===== config.mk =====
export PLATFORM = sky130hd
export DESIGN_NAME = dwt_pass_scheduler
export DESIGN_NICKNAME = d
export VERILOG_FILES = /design/src/rtl/dwt_pass_scheduler.sv
export SDC_FILE = /design/constraint.sdc
export NUM_CORES = 1
export LEC_CHECK = 0
export ABC_AREA = 1
export CORE_MARGIN = 4
export CORE_UTILIZATION = 59
export CTS_BUF_LIST = sky130_fd_sc_hd__clkbuf_8 sky130_fd_sc_hd__clkbuf_16
export CTS_CLUSTER_SIZE = 30
export DETAILED_ROUTE_END_ITERATION = 7
export GPL_ROUTABILITY_DRIVEN = 1
export PLACE_DENSITY_LB_ADDON = 0.15
export SKIP_LAST_GASP = 1
export SLEW_MARGIN = 20
export SYNTH_ARGS = -nofsm -noshare
export SYNTH_HDL_FRONTEND = slang
export SYNTH_SLANG_ARGS = --single-unit

===== constraint.sdc =====
create_clock -name clk -period 3.8 [get_ports clk]
set_clock_uncertainty 0.2 [all_clocks]
set_input_delay 0.38 -clock clk [delete_from_list [all_inputs] [get_ports clk]]
set_output_delay 0.38 -clock clk [all_outputs]
set_load 0.02 [all_outputs]

===== src/rtl/dwt_pass_scheduler.sv =====
// dwt_pass_scheduler
// Sequences the 2D DWT lifting passes. Each decomposition level runs a row
// pass (mode 0) and then a column pass (mode 1) over the shrinking active
// region. For every even/odd pixel pair it issues one read request to the MAC
// pipeline. It counts the MAC write-backs that are still outstanding, so that
// a pass starts only after every result of the previous pass has been written.
// The ping-pong bank select toggles at each pass boundary.
//
// Ports:
//   clk, rst      clock and synchronous active-high reset
//   start         begin a transform (sampled only while idle)
//   busy, done    busy covers the whole transform; done is a 1-cycle pulse
//   rd_valid/rd_ready       read-pair request handshake
//   rd_mode, rd_line, rd_pix, rd_bank, level   request descriptor
//   wr_ack        one MAC result pair written back
//   err           sticky: wr_ack seen with nothing outstanding
module dwt_pass_scheduler #(
    parameter int HEIGHT              = 256,
    parameter int WIDTH               = 256,
    parameter int DECOMPOSITION_LEVEL = 1,
    localparam int PW = $clog2((HEIGHT > WIDTH) ? HEIGHT : WIDTH)
) (
    input  logic          clk,
    input  logic          rst,
    input  logic          start,
    output logic          busy,
    output logic          done,
    output logic          rd_valid,
    input  logic          rd_ready,
    output logic          rd_mode,
    output logic [PW-1:0] rd_line,
    output logic [PW-1:0] rd_pix,
    output logic          rd_bank,
    output logic [2:0]    level,
    input  logic          wr_ack,
    output logic          err
);

    localparam int DW = PW + 1;
    localparam int CW = $clog2(HEIGHT * WIDTH / 2) + 1;

    typedef enum logic [2:0] {
        S_IDLE  = 3'd0,
        S_ISSUE = 3'd1,
        S_DRAIN = 3'd2,
        S_NEXT  = 3'd3,
        S_DONE  = 3'd4
    } state_t;

    state_t        state_r, state_s;
    logic          busy_r, busy_s;
    logic          done_r, done_s;
    logic          valid_r, valid_s;
    logic          mode_r, mode_s;
    logic          bank_r, bank_s;
    logic          err_r, err_s;
    logic [PW-1:0] line_r, line_s;
    logic [PW-1:0] pix_r, pix_s;
    logic [2:0]    level_r, level_s;
    logic [CW-1:0] cnt_r, cnt_s;

    logic [DW-1:0] w_l_s, h_l_s, pix_end_s, line_end_s;
    logic          accept_s, pix_last_s, line_last_s;

    assign accept_s = valid_r & rd_ready;

    // Active region of the current level and end-of-line / end-of-pass detection
    always_comb begin
        w_l_s       = DW'(WIDTH) >> level_r;
        h_l_s       = DW'(HEIGHT) >> level_r;
        // A row pass walks pixels along the width; a column pass swaps the axes
        pix_end_s   = mode_r ? h_l_s : w_l_s;
        line_end_s  = mode_r ? w_l_s : h_l_s;
        pix_last_s  = ({1'b0, pix_r} == (pix_end_s - DW'(2)));
        line_last_s = ({1'b0, line_r} == (line_end_s - DW'(1)));
    end

    // Outstanding write-back counter, error flag and pass-sequencing FSM
    always_comb begin
        state_s = state_r;
        busy_s  = busy_r;
        done_s  = 1'b0;
        valid_s = valid_r;
        mode_s  = mode_r;
        bank_s  = bank_r;
        err_s   = err_r;
        line_s  = line_r;
        pix_s   = pix_r;
        level_s = level_r;
        cnt_s   = cnt_r;

        // An accept and an ack in the same cycle cancel out
        case ({accept_s, wr_ack})
            2'b10: cnt_s = cnt_r + CW'(1);
            2'b01: begin
                if (cnt_r != {CW{1'b0}}) begin
                    cnt_s = cnt_r - CW'(1);
                end else begin
                    cnt_s = cnt_r;
                    err_s = 1'b1;
                end
            end
            default: cnt_s = cnt_r;
        endcase

        case (state_r)
            S_IDLE: begin
                if (start) begin
                    state_s = S_ISSUE;
                    busy_s  = 1'b1;
                    valid_s = 1'b1;
                    mode_s  = 1'b0;
                    bank_s  = 1'b0;
                    line_s  = {PW{1'b0}};
                    pix_s   = {PW{1'b0}};
                    level_s = 3'd0;
                end else begin
                    state_s = S_IDLE;
                end
            end
            S_ISSUE: begin
                if (accept_s) begin
                    if (pix_last_s && line_last_s) begin
                        valid_s = 1'b0;
                        state_s = S_DRAIN;
                    end else if (pix_last_s) begin
                        pix_s  = {PW{1'b0}};
                        line_s = line_r + PW'(1);
                    end else begin
                        pix_s = pix_r + PW'(2);
                    end
                end else begin
                    state_s = S_ISSUE;
                end
            end
            S_DRAIN: begin
                // Looking at the next count lets the final ack move straight on to NEXT
                if (cnt_s == {CW{1'b0}}) begin
                    state_s = S_NEXT;
                end else begin
                    state_s = S_DRAIN;
                end
            end
            S_NEXT: begin
                bank_s = ~bank_r;
                line_s = {PW{1'b0}};
                pix_s  = {PW{1'b0}};
                if (!mode_r) begin
                    mode_s  = 1'b1;
                    valid_s = 1'b1;
                    state_s = S_ISSUE;
                end else begin
                    mode_s  = 1'b0;
                    level_s = level_r + 3'd1;
                    if ((level_r + 3'd1) == 3'(DECOMPOSITION_LEVEL)) begin
                        state_s = S_DONE;
                        done_s  = 1'b1;
                        busy_s  = 1'b0;
                    end else begin
                        valid_s = 1'b1;
                        state_s = S_ISSUE;
                    end
                end
            end
            S_DONE: begin
                state_s = S_IDLE;
            end
            default: begin
                state_s = S_IDLE;
                busy_s  = 1'b0;
                valid_s = 1'b0;
            end
        endcase
    end

    // State and output registers
    always_ff @(posedge clk) begin
        if (rst) begin
            state_r <= S_IDLE;
            busy_r  <= 1'b0;
            done_r  <= 1'b0;
            valid_r <= 1'b0;
            mode_r  <= 1'b0;
            bank_r  <= 1'b0;
            err_r   <= 1'b0;
            line_r  <= {PW{1'b0}};
            pix_r   <= {PW{1'b0}};
            level_r <= 3'd0;
            cnt_r   <= {CW{1'b0}};
        end else begin
            state_r <= state_s;
            busy_r  <= busy_s;
            done_r  <= done_s;
            valid_r <= valid_s;
            mode_r  <= mode_s;
            bank_r  <= bank_s;
            err_r   <= err_s;
            line_r  <= line_s;
            pix_r   <= pix_s;
            level_r <= level_s;
            cnt_r   <= cnt_s;
        end
    end

    assign busy     = busy_r;
    assign done     = done_r;
    assign rd_valid = valid_r;
    assign rd_mode  = mode_r;
    assign rd_line  = line_r;
    assign rd_pix   = pix_r;
    assign rd_bank  = bank_r;
    assign level    = level_r;
    assign err      = err_r;

endmodule


# After elaboration in Yosys (flattened, before gate mapping)
# Index checks and enable logic that the tools add are counted.
# Widths: inputs -> output; s select.
[totals] reg_bits=44 input_bits=5 output_inout_bits=25 word_cells=95
[op_classes] add_sub_neg=7 eq_ne=18 shifts=1 muxes=35 bitwise_logic=7 reduce_logical=16
[ops] cell="$mux 8" count=7
[ops] cell="$pmux 8 s3" count=2
[ops] cell="$pmux 16 s2" count=1
[ops] cell="$eq 8x9->1" count=2
[ops] cell="$mux 3" count=6
[ops] cell="$add 16x1->16 const B" count=1
[ops] cell="$logic_not 16->1" count=1
[ops] cell="$mux 16" count=1
[ops] cell="$reduce_bool 16->1" count=1
[ops] cell="$sub 16x1->16 const B" count=1
[ops] cell="$ne 2x2->1 const B" count=7
[ops] cell="$mux 1" count=12
[ops] cell="$pmux 3 s4" count=1
[ops] cell="$reduce_and 5->1" count=2
[ops] cell="$shr 9x3->9 const A" count=1
[ops] cell="$sub 9x1->9 const B" count=1
[ops] cell="$sub 9x2->9 const B" count=1
[ops] cell="$add 8x1->8 const B" count=1
[ops] cell="$add 8x2->8 const B" count=1
[ops] cell="$reduce_and 4->1" count=2
[ops] cell="$eq 3x1->1 const B" count=2
[ops] cell="$eq 3x2->1 const B" count=2
[ops] cell="$ne 3x3->1 const B" count=2
[ops] cell="$not 1->1" count=6
[ops] cell="other kinds (17)" count=20

# Depth between registers and ports, before layout
# Gate-level depths: netlist (run 1).
[logic_depth] ltp_word=7 ltp_mapped=17 ltp_nobuf=17

# Worst setup path before layout (run 1)
# OpenSTA, ideal clock, no wires.
[synth_timing] path_kind="reg2reg" startpoint="reg level_r[1] (netlist: level[1])" endpoint="reg pix_r[3] (netlist: rd_pix[3])" setup_ns=0.132 arrival_ns=2.237 required_ns=3.468 slack_ns=1.231 path_stages_with_launch=16 n_path_buf=0 synth_period_minus_slack_ns=2.569 path_cell_list="dfxtp_1 > inv_1 > ha_1 > nand2_1 > inv_2 > nor2_4 > nand3_1 > xnor2_1 > nand3_1 > nor2_4 > inv_2 > or2_4 > nand2_8 > nand2_2 > nand2_1 > a21oi_1"
[synth_via] elab_chain_cells=7 elab_cells_between_ends=12 cone_classes="add/sub: 2; eq/ne: 3; shift: 1; mux: 4; reduce/logical: 2"
[synth_rtl] element="start, declared" line="59" source="logic [2:0] level_r, level_s;"
[synth_rtl] element="start signal, assigned" line="200" source="level_r <= level_s;"
[synth_rtl] element="$shr 9x3->9 *" line="69, 70"
[synth_rtl] element="$sub 9x2->9" line="74" source="pix_last_s = ({1'b0, pix_r} == (pix_end_s - DW'(2)));"
[synth_rtl] element="$eq 8x9->1" line="74"
[synth_rtl] element="$mux 8" line="126" source="end else if (pix_last_s) begin"
[synth_rtl] element="$mux 8" line="123" source="if (pix_last_s && line_last_s) begin"
[synth_rtl] element="$mux 8" line="122" source="if (accept_s) begin"
[synth_rtl] element="$pmux 8 s3" line="106" source="case (state_r)"
[synth_rtl] element="end signal, assigned" line="187" source="pix_r <= {PW{1'b0}};"
[synth_rtl] element="end signal, assigned" line="199" source="pix_r <= pix_s;"
[synth_rtl] element="end, declared" line="58" source="logic [PW-1:0] pix_r, pix_s;"
# Mark *: on every way between the ends. The rest lies on a longest branch, timed or not. The select of a mux whose other input is x is not followed.
# A chain may end at the register's enable or synchronous reset.

# Worst setup path in the final report (run 1)
[layout_timing] startpoint="in rd_ready" endpoint="reg state_r[0]"
[layout_via] elab_chain_cells=6 elab_cells_between_ends=9 cone_classes="eq/ne: 3; mux: 4; bitwise: 1; reduce/logical: 1"
[layout_rtl] element="start, declared" line="29" source="input logic rd_ready,"
[layout_rtl] element="$and 1x1->1 *" line="65" source="assign accept_s = valid_r & rd_ready;"
[layout_rtl] element="$eq 2x1->1 / $eq 2x2->1 (equally long branches)" line="93" source="case ({accept_s, wr_ack})"
[layout_rtl] element="$pmux 16 s2" line="93"
[layout_rtl] element="$logic_not 16->1" line="138" source="if (cnt_s == {CW{1'b0}}) begin"
[layout_rtl] element="$mux 1" line="138"
[layout_rtl] element="$pmux 3 s4" line="106"
[layout_rtl] element="end signal, assigned" line="191" source="state_r <= state_s;"
[layout_rtl] element="end, declared" line="50" source="state_t state_r, state_s;"
# Mark *: on every way between the ends. The rest lies on a longest branch, timed or not.

==> results of run 1 <==
-- routing by layer --
layer  routed length [microns]  GRT usage
met1                      4600      0.391
met2                      4220      0.411
met3                       779     0.0491
met4                       172     0.0892
met5                         0          0
-- layout by cell type, fill, tap and decap left out, types with 5 or more instances in the layout --
master / count
nand2_1: 162
nor2_1: 88
inv_1: 63
nand3_1: 57
dfxtp_1: 43
a21oi_1: 34
clkdlybuf4s50_1: 28
nand4_1: 26
o21ai_0: 13
ha_1: 13
inv_2: 9
xor2_1: 9
o21ai_1: 6
nor3_1: 6
clkbuf_8: 5
-- sequential cells by signal, indices dropped and copies added, names as in the netlist, 3 cells and up --
name and cells:
state_r 3, rd_line 8, rd_pix 7, cnt_r 16, level 3
-- cell type report --
type                    instances  area [sq um]  share of cell area
clock buffers                   5          68.8              0.0181
inverters                      74           283              0.0743
well taps                      72          90.1              0.0237
clock inverters                 3          16.3             0.00427
multi-input cells             446          2200               0.578
flip-flops and latches         43           861               0.226
repair buffers                 29           288              0.0756
-- report_power, final --
group / switching (mW) / total [mW] / internal (mW)
Sequential: 0.0503 / 0.531 / 0.481
Combinational: 0.344 / 0.511 / 0.166
Clock: 0.175 / 0.301 / 0.126
Total: 0.570 / 1.34 / 0.774
-- metrics by stage --
stage | utilization | area (sq um)
after floorplan | - | 3430
after global placement | 0.668 | 3720
after detailed placement | 0.668 | 3720
after CTS | 0.683 | 3810
after global routing | 0.683 | 3810
final | 0.683 | 3810
-- synthesized netlist by cell type, drive strengths merged (4+ instances only) --
cell / number / share of area
buf: 8 / 0.014
dfxtp: 43 / 0.25
nand2: 167 / 0.19
nor3: 8 / 0.015
or2: 4 / 0.0080
inv: 72 / 0.080
a21oi: 34 / 0.050
xor2: 9 / 0.023
ha: 13 / 0.047
nor2: 90 / 0.10
nand3: 58 / 0.086
o21ai: 21 / 0.033
nand4: 26 / 0.047
clkbuf: 10 / 0.011
-- worst max-delay path by stage --
stage	slack [ps]	end	cells after the start
6_report	920	state_r[0]	15
5_1_grt	710	state_r[0]	15
4_1_cts	990	rd_pix[3]	14
3_5_place_dp	680	state_r[0]	15
3_3_place_gp	790	state_r[0]	15
2_1_floorplan	1230	rd_pix[3]	15
-- worst reg2reg max path: stages (launching register included) --
cell and delay, ps:
dfxtp_1 620, inv_6 90, ha_1 250, inv_1 60, nand2_1 40, nand2_1 150, xor2_1 170, nand4_1 170
nor2_4 250, inv_2 60, or2_4 270, nand2_8 100, nand2_2 120, nand2_1 100, a21oi_1 60
-- cells by family after synthesis --
kind of cell	after synthesis	share of synthesized area
AO/OA/AOI/OAI	64	0.106
XOR/XNOR	12	0.0306
adder cells (fa/ha/maj)	13	0.0474
buffers and inverters	92	0.108
flip-flops	43	0.251
other	1	0.00109
AND/OR/NAND/NOR	356	0.456
==> impl_metrics.py, run 1 <==
metrics = {
    "run_status": {
        "status": "finished clean",
    },
    "worst_setup_path": {
        "r2r_end": "rd_pix[3]",
        "crit_chain": "clkdlybuf4s50_1 > nand2_1 > inv_1 > ha_1 > inv_1 > nand2_1 > o21ai_1 > nand2_1 > nor2_1 > nand2_1 > nor2_1 > nand3_1 > nand3_1 > nand2_1 > inv_1",
        "r2r_cells": 14,
        "crit_buf_inv": 4,
        "cp_slowest_cell": "ha_1",
        "r2r_slack_ps": 960,
        "cpLargestDelayFamily": "buffers and inverters",
        "worstPathMaxFanout": 18,
        "crit_path_start_kind": "input port",
        "endpoint_kind": "register",
        "worstPathArrival_ps": 2890,
        "slowest_delay_ps": 700,
        "cp.required_ps": 3820,
        "crit_start": "rd_ready",
        "cpMostUsedCell": "nand2_1",
        "r2r_start": "level[2]",
        "path_class": "input port to register",
    },
    "min_path": {
        "holdPathEnd": "err",
        "hold_path.class": "register to register",
        "min-delay-start": "err",
        "hold_path_depth": 2,
    },
    "routing": {
        "drt-initial-drc-count": 408,
        "ant_nets": 0,
        "via_per_inst": 5.75,
        "via_count": 3865,
        "drtPass1Iterations": 5,
        "wl_per_cell_microns": 14.5,
        "drcViolationCount": 0,
        "wl_microns": 9760,
    },
    "clocking": {
        "clockRootBuffer": "clkbuf_8",
        "cts-htree-levels": 2,
        "cts_tree": "yes",
        "hold_buffers": 0,
        "cts_sinks": 43,
        "cts-buffers-inserted": 5,
        "clockBufferDepth": 2,
        "clkLatencyLatePin_ps": 310,
        "cts_setup_buffers": 0,
        "clkTransAtPathRegs_ps": 100,
        "postCtsResizedCells": 0,
    },
    "layout": {
        "n_fill_cell": 522,
        "antenna_cells": 0,
        "fin_nets": 617,
        "finalNonFillerCells": 672,
        "syn2layout_area_growth_pct": 11.0,
        "drive_above_1_share": 0.0550,
    },
    "sta": {
        "finalSetupTns_ps": 0,
        "whs_ps": 255,
        "tightest_slew_ps": 633,
        "slew_violations": 0,
        "period_minus_slack_ps": 2880,
        "rsz0062_at_grt": "no",
        "clock.fmax_mhz": 347,
        "hold_viol": 0,
        "slew_headroom": 0.578,
        "setup_slack_ps": 922,
        "fin_crit_sh": 0.757,
        "finalSetupViolations": 0,
    },
    "placed_design": {
        "place_inst": 664,
        "gp_congestion": 1.05,
        "io_buffers": 28,
        "hpwl_microns": 7220,
        "dp_slack_ps": 679,
    },
    "power": {
        "powerDensity_nw_per_um2": 353,
        "ir_drop_uv": 216,
        "leakagePower_nw": 1.71,
        "total_power_mw": 1.34,
    },
    "synthesis": {
        "yosysSeqAreaShare": 0.251,
        "syn_nets": 599,
        "ys.warnings.count": 0,
        "synthArstFlopShare": 0,
        "synth.avg_cell_area_sq_um": 5.90,
        "ys_seq_elements": 43,
        "synth_cell_types": 39,
        "synth_edf_count": 0,
        "netlist_area_sq_um": 3430,
        "yosys_most_used_dff": "dfxtp_1",
        "syn_inst": 581,
    },
    "floorplanning": {
        "die_y_microns": 84.2,
        "io_pins": 30,
        "core_area_sq_um": 5570,
        "die_x_microns": 84.2,
        "fp.dieArea_sq_um": 7100,
        "rows": 27,
        "initial_core_util": 0.615,
    },
    "grt": {
        "grt_pass1_vias": 3500,
        "track_usage": 0.272,
        "grt_start_max_net_pins": 33,
        "grt_pass1_wl_microns": 16100,
        "gr-total-overflow": 0,
        "antenna_found_initial": 0,
    },
    "run": {
        "maxCapViolations": 0,
    },
}
Power figures use the tool's default switching activity.
==> run 2: changes to the inputs <==
Settings changed: CORE_UTILIZATION 59 to 53.
Clock period 3.8 ns to 2.4 ns, I/O delays scaled along.
==> impl_metrics.py, run 2 (same netlist as run 1, synthesis figures left out) <==
metrics = {
    "clocking": {
        "hold_buffers": 0,
        "clockRootBuffer": "clkbuf_8",
        "cts-buffers-inserted": 5,
        "clkTransAtPathRegs_ps": 80,
        "cts_sinks": 43,
        "clockBufferDepth": 2,
        "cts-htree-levels": 2,
        "clkLatencyLatePin_ps": 290,
        "cts_tree": "yes",
    },
    "worst_setup_path": {
        "cpLargestDelayFamily": "simple AND/OR/NAND/NOR gates",
        "r2r_start": "level[0]",
        "crit_buf_inv": 2,
        "crit_chain": "inv_1 > ha_2 > a21oi_2 > nand3_2 > xnor2_1 > nand3_1 > nor2_4 > inv_2 > or2_4 > nand2_8 > nand2_8 > nand2_1 > a21oi_1",
        "crit_start": "level[0]",
        "worstPathArrival_ps": 2360,
        "endpoint_kind": "register",
        "slowest_delay_ps": 380,
        "crit_path_start_kind": "register",
        "path_class": "register to register",
        "worstPathMaxFanout": 8,
        "cpMostUsedCell": "nand2_8",
        "cp.required_ps": 2380,
        "cp_slowest_cell": "dfxtp_4",
    },
    "power": {
        "total_power_mw": 2.38,
        "ir_drop_uv": 327,
        "leakagePower_nw": 2.02,
        "powerDensity_nw_per_um2": 532,
    },
    "routing": {
        "wl_per_cell_microns": 14.4,
        "ant_nets": 0,
        "drtPass1Iterations": 5,
        "drt-initial-drc-count": 195,
        "via_count": 4040,
        "via_per_inst": 5.49,
        "drcViolationCount": 0,
        "wl_microns": 10600,
    },
    "grt": {
        "antenna_found_initial": 0,
        "gr-total-overflow": 0,
        "grt_pass1_wl_microns": 16800,
        "grt_pass1_vias": 3820,
        "grt_start_max_net_pins": 18,
        "track_usage": 0.267,
    },
    "floorplanning": {
        "io_pins": 30,
        "die_y_microns": 88.4,
        "core_area_sq_um": 6310,
        "fp.dieArea_sq_um": 7820,
        "initial_core_util": 0.543,
        "rows": 29,
        "die_x_microns": 88.4,
    },
    "sta": {
        "slew_violations": 0,
        "setup_slack_ps": 13.0,
        "fin_crit_sh": 0.995,
        "rsz0062_at_grt": "yes",
        "whs_ps": 254,
        "finalSetupViolations": 0,
        "period_minus_slack_ps": 2390,
        "finalSetupTns_ps": 0,
        "clock.fmax_mhz": 419,
        "hold_viol": 0,
    },
    "layout": {
        "drive_above_1_share": 0.197,
        "largest-register": "cnt_r",
        "multiInputGateArea_sq_um": 2370,
        "seq_area_sq_um": 880,
        "fin_nets": 676,
        "n_fill_cell": 575,
        "final_cell_mix": "151 x nand2_1, 85 x nor2_1, 59 x inv_1",
        "largest_register_ffs": 16,
        "antenna_cells": 0,
        "layout_commonest_cell": "nand2_1",
        "syn2layout_area_growth_pct": 30.6,
    },
    "placed_design": {
        "hpwl_microns": 7790,
        "dp_slack_ps": -99.9,
        "gp_congestion": 0.969,
        "io_buffers": 28,
    },
    "run_status": {
        "status": "finished clean",
    },
    "min_path": {
        "hold_path.class": "register to register",
        "min-delay-start": "rd_bank",
    },
    "run": {
        "maxCapViolations": 0,
    },
}
[run 2: final cells by class]
class / instances / share of cell area
clock buffers: 7 / 0.0215
clock inverters: 1 / 0.000838
inverters: 74 / 0.0637
multi-input cells: 446 / 0.529
flip-flops and latches: 43 / 0.196
well taps: 77 / 0.0215
repair buffers: 88 / 0.167
[run 2: repair_timing]
| item | in CTS | in global routing |
|---|---|---|
| pin swaps | 2 | 20 |
| resized for setup | 2 | 45 |
| endpoints found under the setup margin | 4 | 18 |
| setup buffers | 0 | 7 |
[run 2: where the power goes]
group | total [mW] | switching, mW | internal, mW
sequential | 0.833 | 0.0690 | 0.764
clock | 0.515 | 0.256 | 0.259
combinational | 1.04 | 0.615 | 0.421
total | 2.38 | 0.940 | 1.44
[run 2: final timing paths]
path | cells after the start | slack (ps) | endpoint
setup / recovery | 13 | 10 | rd_pix[5]
hold / removal | 1 | 250 | rd_bank
setup reg to reg | 13 | 10 | rd_pix[5]
hold reg to reg | 1 | 250 | rd_bank
[run 2: worst reg2reg max path: stages, from the launching register on]
cell and delay (ps):
dfxtp_4 380, inv_1 100, ha_2 230, a21oi_2 190, nand3_2 100, xnor2_1 150
nand3_1 120, nor2_4 160, inv_2 50, or2_4 280, nand2_8 120, nand2_8 70
nand2_1 70, a21oi_1 60
[run 2: metrics by stage]
step | area (sq um) | cells | util
2_1_floorplan | 3450 | 581 | -
3_3_place_gp | 4150 | 721 | 0.657
3_5_place_dp | 4150 | 721 | 0.657
4_1_cts | 4250 | 729 | 0.673
5_1_grt | 4480 | 736 | 0.709
6_report | 4480 | 736 | 0.709
[run 2: layer usage]
metal	up-vias	track usage	wire, microns
li1	2030	-	-
met1	1834	0.320	4270
met2	143	0.481	5370
met3	33	0.0419	593
met4	0	0.0948	331
met5	-	0	0
==> run 3: changes to the inputs <==
Settings changed: CORE_ASPECT_RATIO set to 0.8.
==> impl_metrics.py, run 3 (same netlist as run 1, synthesis figures left out) <==
metrics = {
    "clocking": {
        "clockRootBuffer": "clkbuf_8",
        "clkLatencyLatePin_ps": 300,
        "cts_tree": "yes",
        "cts-buffers-inserted": 5,
        "cts_sinks": 43,
        "clkTransAtPathRegs_ps": 90,
        "cts-htree-levels": 2,
        "clockBufferDepth": 2,
    },
    "floorplanning": {
        "die_y_microns": 80.0,
        "die_x_microns": 97.9,
        "initial_core_util": 0.562,
        "core_area_sq_um": 6100,
        "fp.dieArea_sq_um": 7830,
        "io_pins": 30,
        "rows": 25,
    },
    "power": {
        "ir_drop_uv": 349,
        "powerDensity_nw_per_um2": 553,
        "leakagePower_nw": 2.04,
    },
    "placed_design": {
        "io_buffers": 28,
        "dp_slack_ps": -113,
        "placed_area_sq_um": 4160,
        "gp_congestion": 0.967,
        "hpwl_microns": 7990,
        "place_inst": 725,
    },
    "layout": {
        "finalNonFillerCells": 740,
        "drive_above_1_share": 0.206,
        "final_cell_mix": "150 x nand2_1, 82 x nor2_1, 59 x inv_1",
        "largest_register_ffs": 16,
        "stdcell_area_sq_um": 4530,
        "largest-register": "cnt_r",
        "fin_util": 0.743,
        "fin_nets": 676,
        "layout_commonest_cell": "nand2_1",
        "syn2layout_area_growth_pct": 32.1,
        "antenna_cells": 0,
    },
    "worst_setup_path": {
        "crit_buf_inv": 3,
        "cpMostUsedCell": "nand2_8",
        "crit_path_start_kind": "register",
        "path_class": "register to register",
        "r2r_slack_ps": -80,
        "slowest_delay_ps": 390,
        "cp_slowest_cell": "dfxtp_4",
        "worstPathArrival_ps": 2480,
        "worstPathMaxFanout": 8,
        "cpLargestDelayFamily": "simple AND/OR/NAND/NOR gates",
        "cp.required_ps": 2400,
        "crit_chain": "clkinvlp_4 > ha_4 > buf_4 > o21ai_4 > or2_1 > nand4_1 > nor2_4 > inv_2 > or2_4 > nand2_8 > nand2_8 > nand2_2 > a21oi_1",
        "endpoint_kind": "register",
    },
    "routing": {
        "drt-initial-drc-count": 406,
        "ant_nets": 0,
        "drtPass1Iterations": 5,
        "drcViolationCount": 0,
        "via_count": 4147,
        "wl_microns": 10900,
        "via_per_inst": 5.60,
        "wl_per_cell_microns": 14.7,
    },
    "run": {
        "maxCapViolations": 0,
    },
    "sta": {
        "period_minus_slack_ps": 2480,
        "finalSetupViolations": 9,
        "hold_viol": 0,
        "clock.fmax_mhz": 404,
        "whs_ps": 267,
        "rsz0062_at_grt": "yes",
        "setup_slack_ps": -75.4,
        "fin_crit_sh": 1.03,
        "slew_violations": 0,
    },
    "min_path": {
        "hold_path.class": "register to register",
    },
    "grt": {
        "grt_start_max_net_pins": 23,
        "track_usage": 0.272,
        "antenna_found_initial": 0,
        "grt_pass1_wl_microns": 17300,
        "grt_pass1_vias": 3653,
        "gr-total-overflow": 0,
    },
    "run_status": {
        "status": "finished with violations",
        "failed_checks": "setup timing",
    },
}
[run 3: changes by cell type in the layout (fill, tap and decap cells not counted), moves of 2 or more]
| cell | delta |
|---|---|
| dfxtp_2 | +4 |
| nor4_1 | -2 |
| clkbuf_8 | -2 |
| nand2_4 | +2 |
| dfxtp_4 | -3 |
| nor2_1 | -3 |
| nor2_2 | +3 |
[run 3: what timing repair did]
action | 4_1_cts | 5_1_grt
hold endpoints to repair | 0 | 0
hold buffers | 0 | 0
resized for setup | 13 | 37
pin swaps | 8 | 23
endpoints found under the setup margin | 11 | 15
setup buffers | 1 | 6
[run 3: where the power goes]
part	total (mW)	switching, mW	internal [mW]	leakage (nW)
clock	0.580	0.270	0.310	0.0581
sequential	0.836	0.0713	0.764	0.354
combinational	1.09	0.652	0.439	1.63
total	2.51	0.994	1.51	2.04
[run 3: final cells by class]
cell class              count  area [sq um]
clock buffers               5          68.8
clock inverters             3          43.8
fillers                   505          1570
inverters                  74           287
multi-input cells         446          2400
flip-flops and latches     43           873
well taps                  81           101
repair buffers             88           759
[run 3: routing by layer]
layer	vias to the layer above	wire length (microns)	share of wire	track usage
met1	1869	5090	0.47	0.399
met3	14	1100	0.10	0.0559
li1	2036	-	-	-
met5	-	0	0	0
met4	0	124	0.011	0.0664
met2	228	4550	0.42	0.404
[run 3: final timing paths]
path / startpoint / endpoint / cells after the start
worst max-delay path: level[1] / rd_pix[6] / 13
worst min-delay path: err / err / 2
worst min register to register: err / err / 2
worst max register to register: level[1] / rd_pix[6] / 13
[run 3: worst reg2reg max path, cell delays in order, from the launching register on]
cell and delay (ps):
dfxtp_4 390, clkinvlp_4 160, ha_4 210, buf_4 140
o21ai_4 180, or2_1 140, nand4_1 140, nor2_4 150
inv_2 50, or2_4 270, nand2_8 110, nand2_8 90
nand2_2 80, a21oi_1 60
[run 3: stage by stage]
step | power, mW | TNS [ps]
after floorplan | 1.45 | 0
after global placement | 1.81 | -136
after detailed placement | 1.82 | -523
after CTS | 2.41 | 0
after global routing | 2.66 | -1710
final | 2.51 | -530
